`src/rtl/rdma_rx_pkg.sv`:
```
// Shared definitions for the RDMA receive path: writer FSM state encoding,
// AXI4 protocol constants, 4 KB page size and the final-beat strobe mask.
package rdma_rx_pkg;

    typedef enum logic [2:0] {
        ST_IDLE  = 3'd0,
        ST_ADDR  = 3'd1,
        ST_DATA  = 3'd2,
        ST_RESP  = 3'd3,
        ST_DRAIN = 3'd4,
        ST_DONE  = 3'd5
    } wr_state_e;

    localparam logic [1:0] RESP_OKAY  = 2'b00;
    localparam logic [1:0] BURST_INCR = 2'b01;
    localparam logic [2:0] SIZE_4B    = 3'b010;

    localparam int unsigned BOUNDARY_4K = 4096;

    // Valid-byte mask for the last beat of a transfer; 0 means a full word.
    function automatic logic [3:0] last_bytes_mask(input logic [1:0] last_bytes);
        case (last_bytes)
            2'd1:    return 4'b0001;
            2'd2:    return 4'b0011;
            2'd3:    return 4'b0111;
            default: return 4'b1111;
        endcase
    endfunction

endpackage

```
`src/rtl/rx_burst_calc.sv`:
```
// Registered burst length calculator.
// Ports: clk/reset (sync, active-high); load captures a new result;
// page_offset is the word-aligned byte offset within the 4 KB page;
// beats is the number of beats still to write. burst_len is the number of
// beats in the next burst, awlen the matching AXI encoding (burst_len - 1).
module rx_burst_calc
    import rdma_rx_pkg::*;
#(
    parameter int unsigned BEATS_WIDTH   = 32,
    parameter int unsigned MAX_BURST_LEN = 16
) (
    input  logic                   clk,
    input  logic                   reset,
    input  logic                   load,
    input  logic [11:0]            page_offset,
    input  logic [BEATS_WIDTH-1:0] beats,
    output logic [8:0]             burst_len,
    output logic [7:0]             awlen
);

    localparam int unsigned LEN_W = 9;

    logic [31:0] page_beats;
    logic [31:0] limit;

    // Smallest of: beats left, burst cap, beats left before the 4 KB page ends.
    always_comb begin
        page_beats = (32'(BOUNDARY_4K) - 32'(page_offset)) >> 2;
        limit      = 32'(MAX_BURST_LEN);
        if (page_beats < limit) begin
            limit = page_beats;
        end
        if (32'(beats) < limit) begin
            limit = 32'(beats);
        end
    end

    always_ff @(posedge clk) begin
        if (reset) begin
            burst_len <= '0;
            awlen     <= '0;
        end else if (load) begin
            burst_len <= LEN_W'(limit);
            awlen     <= 8'(limit - 32'd1);
        end
    end

endmodule

```
`src/rtl/rx_payload_writer.sv`:
```
// RDMA RX payload writer: latches a parsed header and turns the payload
// AXI-Stream into AXI4 INCR write bursts, split at MAX_BURST_LEN and 4 KB
// pages, with final-word byte masking and short/long payload handling.
// Ports: aclk/areset (sync, active-high); hdr_* header input;
// s_axis_* payload stream; m_axi_aw*/w*/b* AXI4 write master;
// wr_done/wr_error/wr_opcode completion report; hdr_overrun dropped-header
// pulse; busy high whenever a transfer is in progress.
module rx_payload_writer
    import rdma_rx_pkg::*;
#(
    parameter int unsigned C_AXIS_TDATA_WIDTH = 32,
    parameter int unsigned C_AXIS_TKEEP_WIDTH = 4,
    parameter int unsigned C_M_AXI_ADDR_WIDTH = 32,
    parameter int unsigned C_M_AXI_DATA_WIDTH = 32,
    parameter int unsigned MAX_BURST_LEN      = 16,
    parameter int unsigned RDMA_ADDR_WIDTH    = 64,
    parameter int unsigned RDMA_LENGTH_WIDTH  = 32
) (
    input  logic                            aclk,
    input  logic                            areset,
    input  logic                            hdr_valid,
    input  logic [RDMA_ADDR_WIDTH-1:0]      hdr_remote_addr,
    input  logic [RDMA_LENGTH_WIDTH-1:0]    hdr_length,
    input  logic [7:0]                      hdr_opcode,
    input  logic [C_AXIS_TDATA_WIDTH-1:0]   s_axis_tdata,
    input  logic [C_AXIS_TKEEP_WIDTH-1:0]   s_axis_tkeep,
    input  logic                            s_axis_tvalid,
    output logic                            s_axis_tready,
    input  logic                            s_axis_tlast,
    output logic [C_M_AXI_ADDR_WIDTH-1:0]   m_axi_awaddr,
    output logic [7:0]                      m_axi_awlen,
    output logic [2:0]                      m_axi_awsize,
    output logic [1:0]                      m_axi_awburst,
    output logic                            m_axi_awvalid,
    input  logic                            m_axi_awready,
    output logic [C_M_AXI_DATA_WIDTH-1:0]   m_axi_wdata,
    output logic [C_M_AXI_DATA_WIDTH/8-1:0] m_axi_wstrb,
    output logic                            m_axi_wlast,
    output logic                            m_axi_wvalid,
    input  logic                            m_axi_wready,
    input  logic [1:0]                      m_axi_bresp,
    input  logic                            m_axi_bvalid,
    output logic                            m_axi_bready,
    output logic                            wr_done,
    output logic                            wr_error,
    output logic [7:0]                      wr_opcode,
    output logic                            hdr_overrun,
    output logic                            busy
);

    localparam int unsigned STRB_W    = C_M_AXI_DATA_WIDTH / 8;
    localparam int unsigned BEATS_W   = RDMA_LENGTH_WIDTH;
    localparam int unsigned LEN_EXT_W = RDMA_LENGTH_WIDTH + 1;
    localparam int unsigned LEN_W     = 9;

    wr_state_e                   state;
    logic [C_M_AXI_ADDR_WIDTH-1:0] addr;
    logic [BEATS_W-1:0]          beats_rem;
    logic [LEN_W-1:0]            burst_rem;
    logic [1:0]                  last_bytes;
    logic [7:0]                  opcode;
    logic                        err;
    logic                        short_pkt;
    logic                        saw_tlast;

    logic [BEATS_W-1:0]          hdr_beats;
    logic [11:0]                 calc_offset;
    logic [BEATS_W-1:0]          calc_beats;
    logic                        calc_load;
    logic [LEN_W-1:0]            burst_len;

    logic                        in_data;
    logic                        final_beat;
    logic                        w_hs;
    logic [STRB_W-1:0]           final_mask;
    logic                        unused_addr_bits;

    assign unused_addr_bits = ^hdr_remote_addr[RDMA_ADDR_WIDTH-1:C_M_AXI_ADDR_WIDTH];

    // ceil(length / 4) without overflowing the length width.
    assign hdr_beats = BEATS_W'((LEN_EXT_W'(hdr_length) + LEN_EXT_W'(3)) >> 2);

    // First burst is sized straight from the header so AW issues the next
    // cycle; later bursts are sized on the first ADDR cycle from the
    // advanced address, and awvalid follows one cycle after.
    assign calc_offset = (state == ST_IDLE) ? {hdr_remote_addr[11:2], 2'b00} : addr[11:0];
    assign calc_beats  = (state == ST_IDLE) ? hdr_beats : beats_rem;
    assign calc_load   = ((state == ST_IDLE) && hdr_valid && (hdr_length != '0))
                       || ((state == ST_ADDR) && !m_axi_awvalid);

    rx_burst_calc #(
        .BEATS_WIDTH   (BEATS_W),
        .MAX_BURST_LEN (MAX_BURST_LEN)
    ) u_burst_calc (
        .clk         (aclk),
        .reset       (areset),
        .load        (calc_load),
        .page_offset (calc_offset),
        .beats       (calc_beats),
        .burst_len   (burst_len),
        .awlen       (m_axi_awlen)
    );

    assign m_axi_awaddr  = addr;
    assign m_axi_awsize  = SIZE_4B;
    assign m_axi_awburst = BURST_INCR;

    // W channel is a pass-through of the stream; after a short payload the
    // rest of the burst is padded with empty-strobe beats.
    assign in_data     = (state == ST_DATA);
    assign final_beat  = (beats_rem == BEATS_W'(1));
    assign final_mask  = final_beat ? STRB_W'(last_bytes_mask(last_bytes)) : '1;
    assign m_axi_wvalid = in_data && (short_pkt || s_axis_tvalid);
    assign m_axi_wdata  = (in_data && !short_pkt) ? C_M_AXI_DATA_WIDTH'(s_axis_tdata) : '0;
    assign m_axi_wstrb  = (in_data && !short_pkt) ? (STRB_W'(s_axis_tkeep) & final_mask) : '0;
    assign m_axi_wlast  = in_data && (burst_rem == LEN_W'(1));
    assign s_axis_tready = (in_data && !short_pkt && m_axi_wready) || (state == ST_DRAIN);
    assign w_hs          = m_axi_wvalid && m_axi_wready;

    assign m_axi_bready = (state == ST_RESP);
    assign busy         = (state != ST_IDLE);
    assign wr_done      = (state == ST_DONE);
    assign wr_error     = (state == ST_DONE) && err;
    assign wr_opcode    = opcode;

    always_ff @(posedge aclk) begin
        if (areset) begin
            state         <= ST_IDLE;
            addr          <= '0;
            beats_rem     <= '0;
            burst_rem     <= '0;
            last_bytes    <= '0;
            opcode        <= '0;
            err           <= 1'b0;
            short_pkt     <= 1'b0;
            saw_tlast     <= 1'b0;
            m_axi_awvalid <= 1'b0;
            hdr_overrun   <= 1'b0;
        end else begin
            hdr_overrun <= hdr_valid && (state != ST_IDLE);
            case (state)
                ST_IDLE: begin
                    if (hdr_valid) begin
                        addr       <= {hdr_remote_addr[C_M_AXI_ADDR_WIDTH-1:2], 2'b00};
                        err        <= (hdr_remote_addr[1:0] != 2'b00);
                        beats_rem  <= hdr_beats;
                        last_bytes <= hdr_length[1:0];
                        opcode     <= hdr_opcode;
                        short_pkt  <= 1'b0;
                        saw_tlast  <= 1'b0;
                        if (hdr_length == '0) begin
                            state <= ST_DRAIN;
                        end else begin
                            state         <= ST_ADDR;
                            m_axi_awvalid <= 1'b1;
                        end
                    end
                end
                ST_ADDR: begin
                    if (!m_axi_awvalid) begin
                        m_axi_awvalid <= 1'b1;
                    end else if (m_axi_awready) begin
                        m_axi_awvalid <= 1'b0;
                        burst_rem     <= burst_len;
                        state         <= ST_DATA;
                    end
                end
                ST_DATA: begin
                    if (w_hs) begin
                        burst_rem <= burst_rem - LEN_W'(1);
                        if (!short_pkt) begin
                            beats_rem <= beats_rem - BEATS_W'(1);
                            if (s_axis_tlast) begin
                                saw_tlast <= 1'b1;
                                // tlast before the header's last beat: short payload.
                                if (!final_beat) begin
                                    short_pkt <= 1'b1;
                                    err       <= 1'b1;
                                end
                            end
                        end
                        if (burst_rem == LEN_W'(1)) begin
                            state <= ST_RESP;
                        end
                    end
                end
                ST_RESP: begin
                    if (m_axi_bvalid) begin
                        if (m_axi_bresp != RESP_OKAY) begin
                            err <= 1'b1;
                        end
                        if ((beats_rem != '0) && !short_pkt) begin
                            addr  <= addr + C_M_AXI_ADDR_WIDTH'({burst_len, 2'b00});
                            state <= ST_ADDR;
                        end else if (!saw_tlast) begin
                            // Header length reached but the stream continues.
                            err   <= 1'b1;
                            state <= ST_DRAIN;
                        end else begin
                            state <= ST_DONE;
                        end
                    end
                end
                ST_DRAIN: begin
                    if (s_axis_tvalid && s_axis_tlast) begin
                        state <= ST_DONE;
                    end
                end
                ST_DONE: begin
                    state <= ST_IDLE;
                end
                default: begin
                    state <= ST_IDLE;
                end
            endcase
        end
    end

endmodule

```
`config.mk`:
```
export PLATFORM = sky130hd
export DESIGN_NAME = rx_payload_writer
export DESIGN_NICKNAME = d
export VERILOG_FILES = /design/src/rtl/rdma_rx_pkg.sv /design/src/rtl/rx_burst_calc.sv /design/src/rtl/rx_payload_writer.sv
export SDC_FILE = /design/constraint.sdc
export NUM_CORES = 1
export LEC_CHECK = 0
export BUFFER_PORTS_ARGS = -buffer_cell sky130_fd_sc_hd__buf_2
export CAP_MARGIN = 20
export CORE_MARGIN = 5
export CORE_UTILIZATION = 41
export CTS_BUF_LIST = sky130_fd_sc_hd__clkbuf_4 sky130_fd_sc_hd__clkbuf_8 sky130_fd_sc_hd__clkbuf_16
export DETAILED_ROUTE_END_ITERATION = 10
export PLACE_DENSITY = 0.65
export SYNTH_ARGS = -nofsm -noshare
export SYNTH_HDL_FRONTEND = slang
export SYNTH_SLANG_ARGS = --single-unit
```
`constraint.sdc`:
```
create_clock -name aclk -period 6.15 [get_ports aclk]
set_clock_uncertainty 0.05 [all_clocks]
set_input_delay 0.615 -clock aclk [delete_from_list [all_inputs] [get_ports aclk]]
set_output_delay 0.615 -clock aclk [all_outputs]
set_load 0.02 [all_outputs]
```
==> flow_summary.toml, run 1 <==
[run_status]
result_of_the_run = "finished clean"

[yosys]
synth_cell_types = 74
post_synth_fa_ha_maj_area_fraction = 0.0467
yosys_most_used_dff = "sky130_fd_sc_hd__dfxtp_1"
post_synth_and_or_nand_nor_area_fraction = 0.292
synth.mux.area_fraction = 0.00669
synth_top_cells_by_count = "sky130_fd_sc_hd__nand2_1, sky130_fd_sc_hd__dfxtp_1, sky130_fd_sc_hd__nor2_1"
fraction_of_synthesized_cell_area_taken_by_the_top_area_cell_type = 0.277
synthTopCellsByArea = "sky130_fd_sc_hd__dfxtp_1, sky130_fd_sc_hd__a21oi_1, sky130_fd_sc_hd__nand2_1"
synth.most_common_cell = "sky130_fd_sc_hd__nand2_1"
post-synth-top-area-cell = "sky130_fd_sc_hd__dfxtp_1"
yosysWarnings = 0
async_flop_share = 0
postSynthRegisterBits = 106
post_synth_instance_area_um2 = 7670
seq_area_frac_synth = 0.277
yosys.area_share.xor_xnor = 0.0548
synth_top_family_by_area = "simple AND/OR/NAND/NOR gates"
synth_enable_flop_cells = 0
post_synth.cell_area_avg_um2 = 7.18
netlist_instances = 1068
synth_compound_gate_area_share = 0.268

[place]
numPortBuffers = 208
post-place-cells = 1463
place_hpwl_mm = 18.9
place_congestion = 0.890
placement.setup.worst_slack_ns = 0.567

[critical_path]
setup.worst_path.end_class = "flip-flop"
worstReg2RegEnd = "u_burst_calc.awlen[6]"
reg2regPathDepth = 23
crit_type = "flip-flop to flip-flop"
cp_max_fo = 21
worst_ep_required_time_ns = 6.32
reg2reg_setup_slack_ns = 0.58
worstPathArrival_ns = 5.74
r2r-start = "state[1]"
start_kind = "flip-flop"

[route]
postRouteWirelength_mm = 25.2
drt-initial-drc-count = 683
number_of_detailed_route_iterations_in_the_first_pass = 5
viasPerCell = 5.60
detail_route.wl_per_cell_um = 17.0
drcViolationCount = 0
ant_nets = 0
detailroute.via_count = 8299

[cts]
clock_insertion_delay_worst_skew_ns = 0.36
buffers_inserted_during_post_cts_setup_optimization = 0
cts_tree = "yes"
htree_levels = 3
cts-root-to-sink-buffers = 2
tritoncts.num_buffers = 9
cts_resized = 0
cts_num_sinks = 106
ctsRootBufferMaster = "sky130_fd_sc_hd__clkbuf_16"
worst_setup_hold_path_clk_slew_ns = 0.07
cts_hold_buffers = 0

[global_route]
met2_usage = 0.384
overflow = 0
gr-usage-all-layers = 0.225
grt.met3_usage = 0.0413
layer_with_the_highest_usage = "met2"
grt_util_met1 = 0.293
first_global_vias = 7548
initial_antenna_violation_count = 0
grt_start_max_net_pins = 49
grt_first_pass_wirelength_mm = 40.1

[timing]
maxSlewViolCount = 0
timing.final.crit_share = 0.906
final.setup.worst_slack_ns = 0.581
rsz0062_at_grt = "false"
finalHoldViolations = 0
slew_at_the_pin_closest_to_its_max_slew_limit_ns = 1.06
fmaxAchievable_mhz = 180
final-setup-viol-count = 0
final.min_clock_period_ns = 5.57
slew_headroom = 0.292
fin_setup_tns_ns = 0

[worst_hold_path]
holdPathEnd = "wr_opcode[1]"
hold-path-cell-count = 2
hp-start = "wr_opcode[1]"
worst_hold_path_type = "flip-flop to flip-flop"

[floorplan]
design.die.area_um2 = 21500
floorplan.initialDensity = 0.413
io_pins = 248
fp-row-count = 50
core_area_um2 = 18600
die_height_um = 147
die_width_um = 147

[power_and_ir_drop]
vdd_drop_max_mv = 0.131
power.density_cell_area_nw_per_um2 = 312
report.power.total_mw = 2.86
p_leak_nw = 3.93

[finish]
finalNetCount = 1420
num_antenna_cells = 0
final_core_util = 0.493
synthToLayoutAreaGrowth_pct = 19.5
drive_gt1_frac = 0.209
instances_no_fill = 1481

[run]
max_cap_violations = 0
-- state kept, by name, indices dropped and copies added, names as in the netlist, 2 cells and up --
| name | flops |
|---|---|
| u_burst_calc.burst_len | 9 |
| state | 3 |
| wr_opcode | 8 |
| u_burst_calc.awlen | 8 |
| burst_rem | 9 |
| beats_rem | 32 |
| last_bytes | 2 |
| m_axi_awaddr | 30 |
-- cells by family after synthesis --
family	Yosys count
compound gates	323
xor+xnor	48
simple gates	459
flops	106
mux	5
other cells	2
fa+ha+maj	28
buf+inv	97
-- critical path, cell delays in order (launching register included) --
cell and delay (ns):
sky130_fd_sc_hd__dfxtp_1 0.55, sky130_fd_sc_hd__nor3_4 0.09, sky130_fd_sc_hd__buf_4 0.24, sky130_fd_sc_hd__nand2_1 0.11, sky130_fd_sc_hd__a21boi_1 0.34, sky130_fd_sc_hd__ha_1 0.28
sky130_fd_sc_hd__nand3_1 0.10, sky130_fd_sc_hd__and4_1 0.20, sky130_fd_sc_hd__a211oi_2 0.50, sky130_fd_sc_hd__nand2_1 0.16, sky130_fd_sc_hd__ha_1 0.33, sky130_fd_sc_hd__nand2_1 0.07
sky130_fd_sc_hd__nor3_1 0.05, sky130_fd_sc_hd__a2111oi_0 0.37, sky130_fd_sc_hd__o21ai_0 0.19, sky130_fd_sc_hd__nor3_2 0.13, sky130_fd_sc_hd__buf_4 0.17, sky130_fd_sc_hd__and2_1 0.17
sky130_fd_sc_hd__mux2i_1 0.32, sky130_fd_sc_hd__ha_1 0.26, sky130_fd_sc_hd__inv_1 0.08, sky130_fd_sc_hd__or3_1 0.39, sky130_fd_sc_hd__a41oi_2 0.19, sky130_fd_sc_hd__o22ai_1 0.09
-- worst max-delay path by stage --
stage,startpoint,endpoint,depth (start not counted)
6_report,state[1],u_burst_calc.awlen[6],23
5_1_grt,state[1],u_burst_calc.awlen[6],23
4_1_cts,state[1],u_burst_calc.awlen[6],23
3_5_place_dp,state[1],u_burst_calc.awlen[6],23
3_3_place_gp,state[1],u_burst_calc.awlen[6],23
2_1_floorplan,state[1],u_burst_calc.awlen[6],25
-- cell type report --
type / instances / area, um^2
Fill cell: 1910 / 9420
Tap cell: 234 / 293
Clock buffer: 14 / 275
Clock inverter: 2 / 35.0
Sequential cell: 106 / 2120
Multi-Input combinational cell: 875 / 5170
Inverter: 25 / 93.8
Timing Repair Buffer: 225 / 1170
-- stage by stage --
stage,cell area [um^2],hold slack [ns]
6_report,9170,0.404
5_1_grt,9170,0.424
4_1_cts,9150,0.405
3_5_place_dp,8830,0.396
3_3_place_gp,8830,0.389
2_1_floorplan,7710,0.386
-- placed cells by master (no fill, tap or decap), types with 4 or more instances in the layout --
master,count
sky130_fd_sc_hd__nand3_1,39
sky130_fd_sc_hd__nor4_1,12
sky130_fd_sc_hd__and2_1,48
sky130_fd_sc_hd__clkbuf_16,9
sky130_fd_sc_hd__o21a_1,6
sky130_fd_sc_hd__nor2_1,103
sky130_fd_sc_hd__nand4_1,12
sky130_fd_sc_hd__a21o_1,13
sky130_fd_sc_hd__a311oi_1,5
sky130_fd_sc_hd__a21oi_1,99
sky130_fd_sc_hd__nand2_1,126
sky130_fd_sc_hd__nor3_1,44
sky130_fd_sc_hd__a32o_1,5
sky130_fd_sc_hd__a211oi_1,29
sky130_fd_sc_hd__o21ai_0,80
sky130_fd_sc_hd__conb_1,12
sky130_fd_sc_hd__a2111oi_0,4
sky130_fd_sc_hd__and3_1,25
sky130_fd_sc_hd__inv_1,23
sky130_fd_sc_hd__o31ai_1,7
sky130_fd_sc_hd__a22oi_1,8
sky130_fd_sc_hd__buf_2,209
sky130_fd_sc_hd__ha_1,27
sky130_fd_sc_hd__o211ai_1,6
sky130_fd_sc_hd__a31oi_1,10
sky130_fd_sc_hd__dfxtp_1,106
sky130_fd_sc_hd__o22ai_1,15
sky130_fd_sc_hd__nor2b_1,7
sky130_fd_sc_hd__buf_4,15
sky130_fd_sc_hd__o22a_1,4
sky130_fd_sc_hd__xnor2_1,26
sky130_fd_sc_hd__mux2i_1,4
sky130_fd_sc_hd__nand2b_1,8
sky130_fd_sc_hd__xor2_1,22
sky130_fd_sc_hd__or3_1,13
-- power by group --
group	switching [mW]	internal [mW]	total, mW
Clock	0.266	0.352	0.618
Sequential	0.139	0.824	0.963
Combinational	0.818	0.460	1.28
-- routing by layer --
metal,up-vias,part of all wire
li1,4183,-
met1,3792,0.44
met2,299,0.47
met3,25,0.071
met4,0,0.014
met5,-,0
(Power assumes the default switching activity.)
==> inputs of run 2 (changes only) <==
==> constraint.sdc (replaced) <==
create_clock -name aclk -period 6.15 [get_ports aclk]
set_clock_uncertainty 0.05 [all_clocks]
set_input_delay 1.5375 -clock aclk [delete_from_list [all_inputs] [get_ports aclk]]
set_output_delay 1.5375 -clock aclk [all_outputs]
set_load 0.02 [all_outputs]
==> run 2 against run 1 <==
Against the previous run: power decreased by 0.42%; sequential share of layout area barely moved; core utilization about the same; critical endpoint unchanged; largest cell class unchanged.
==> flow_summary.toml, run 2 (synthesis results as in run 1) <==
[power_and_ir_drop]
p_leak_nw = 3.92
power.density_cell_area_nw_per_um2 = 311
seq_power_share = 0.341
power.switching_fraction = 0.433
vdd_drop_max_mv = 0.138
report.power.total_mw = 2.85
power.internal_mw = 1.61
clkPwrFrac = 0.208
power.net_switching_mw = 1.23
share_comb_of_total_power = 0.451

[route]
ant_nets = 0
drcViolationCount = 0
drt-initial-drc-count = 681
postRouteWirelength_mm = 25.2
detailroute.via_count = 8354
viasPerCell = 5.64
detail_route.wl_per_cell_um = 17.0
number_of_detailed_route_iterations_in_the_first_pass = 5

[floorplan]
die_width_um = 147
core_area_um2 = 18600
floorplan.initialDensity = 0.413
io_pins = 248
die_height_um = 147
fp-row-count = 50
design.die.area_um2 = 21500

[global_route]
grt_first_pass_wirelength_mm = 40.0
gr-usage-all-layers = 0.225
grt_start_max_net_pins = 85
initial_antenna_violation_count = 0
first_global_vias = 7593
overflow = 0

[cts]
cts-root-to-sink-buffers = 2
cts_num_sinks = 106
buffers_inserted_during_post_cts_setup_optimization = 0
ctsRootBufferMaster = "sky130_fd_sc_hd__clkbuf_16"
cts_resized = 0
cts_tree = "yes"
worst_setup_hold_path_clk_slew_ns = 0.07
clock_insertion_delay_worst_skew_ns = 0.36
htree_levels = 3
tritoncts.num_buffers = 9
cts_hold_buffers = 0

[finish]
final_area_um2 = 9160
final_common_cell = "sky130_fd_sc_hd__buf_2"
fillCellCount = 1895
synthToLayoutAreaGrowth_pct = 19.4
registers.top_by_ff_count = "beats_rem"
num_antenna_cells = 0
multi_input_area_um2 = 5170
layout_common_cells = "sky130_fd_sc_hd__buf_2, sky130_fd_sc_hd__nand2_1, sky130_fd_sc_hd__dfxtp_1"
drive_gt1_frac = 0.210
finalNetCount = 1421
largest_register_ffs = 32
area.sequential_um2 = 2120

[timing]
final.min_clock_period_ns = 5.67
slew_headroom = 0.275
fin_setup_tns_ns = 0
slew_at_the_pin_closest_to_its_max_slew_limit_ns = 1.08
final-setup-viol-count = 0
worst_hold_slack_ns = 0.405
rsz0062_at_grt = "false"
fmaxAchievable_mhz = 176
finalHoldViolations = 0
maxSlewViolCount = 0
timing.final.crit_share = 0.922

[worst_hold_path]
hold-path-cell-count = 2
hp-start = "wr_opcode[3]"
worst_hold_path_type = "flip-flop to flip-flop"

[critical_path]
worst_setup_path_startpoint = "hdr_remote_addr[2]"
critPathTopFamily = "simple AND/OR/NAND/NOR gates"
worstReg2RegEnd = "u_burst_calc.awlen[6]"
worstPathArrival_ns = 5.83
reg2regPathDepth = 22
crit_type = "input pin to flip-flop"
cell_at_the_slowest_stage_of_the_critical_path = "sky130_fd_sc_hd__a2111oi_0"
reg2reg_setup_slack_ns = 0.83
timing.critical_path.buf_inv = 3
setup.worst_path.end_class = "flip-flop"
critPathCapture = "u_burst_calc.awlen[6]"
r2r-start = "state[0]"
worst_ep_required_time_ns = 6.31
cp_max_fo = 9
crit_path_largest_cell_delay_ns = 0.41
crit_cells = 22
crit_path_cell_trace = "buf_2 > nand2_1 > a21boi_0 > ha_1 > nand3_1 > and4_1 > a211oi_2 > buf_4 > nand2_1 > ha_1 > nand2_1 > nor3_1 > a2111oi_0 > o21ai_0 > nor3_2 > and2_1 > mux2i_1 > ha_1 > inv_1 > or3_1 > a41oi_2 > o22ai_1"
start_kind = "input pin"

[place]
placed_instance_area_um2 = 8840
place_hpwl_mm = 19.0
place_congestion = 0.885
numPortBuffers = 208

[run_status]
result_of_the_run = "finished clean"

[run]
max_cap_violations = 0
## run 2: how the worst min path moves through the flow
stage,to
2_1_floorplan,last_bytes[1]
3_3_place_gp,wr_opcode[2]
3_5_place_dp,wr_opcode[5]
4_1_cts,wr_opcode[5]
5_1_grt,last_bytes[1]
6_report,wr_opcode[3]
## run 2: metal layers
layer  GRT usage  vias to the layer above  routed length, um
met3      0.0370                       25               1860
met4      0.0640                        0                446
met1       0.296                     3829              11000
met2       0.381                      316              12000
met5           0                        -                  0
li1            -                     4184                  -
## run 2: per-stage QoR
| step | util | worst slack [ns] | cells |
|---|---|---|---|
| 4_1_cts | 0.492 | 0.509 | 1480 |
| 3_3_place_gp | 0.476 | 0.347 | 1464 |
| 5_1_grt | 0.493 | 0.175 | 1482 |
| 3_5_place_dp | 0.476 | 0.154 | 1464 |
| 6_report | 0.493 | 0.482 | 1482 |
| 2_1_floorplan | - | 0.398 | 1078 |
## run 2: layout make-up
class,count,share of cell area
flip-flops and latches,106,0.232
inverters,25,0.0102
clock inverters,5,0.00601
repair buffers,226,0.129
multi-input cells,875,0.565
clock buffers,11,0.0262
well taps,234,0.0320
## run 2: worst register-to-register path, delay by kind of cell (launching register included)
| kind | cells | cell delay [ns] |
|---|---|---|
| buffers and inverters | 3 | 0.35 |
| muxes | 1 | 0.34 |
| and+or+nand+nor | 9 | 1.82 |
| AOI/OAI and AO/OA | 6 | 1.32 |
| adders and majority gates | 3 | 0.85 |
| DFF | 1 | 0.44 |
## run 2: power groups by stage
stage / Sequential [mW] / Combinational [mW] / Clock [mW]
floorplan: 1.03 / 0.823 / 0
global route: 0.988 / 1.43 / 0.632
detailed placement: 0.982 / 1.28 / 0
finish: 0.969 / 1.28 / 0.593
CTS: 0.967 / 1.28 / 0.606
global placement: 0.979 / 1.26 / 0
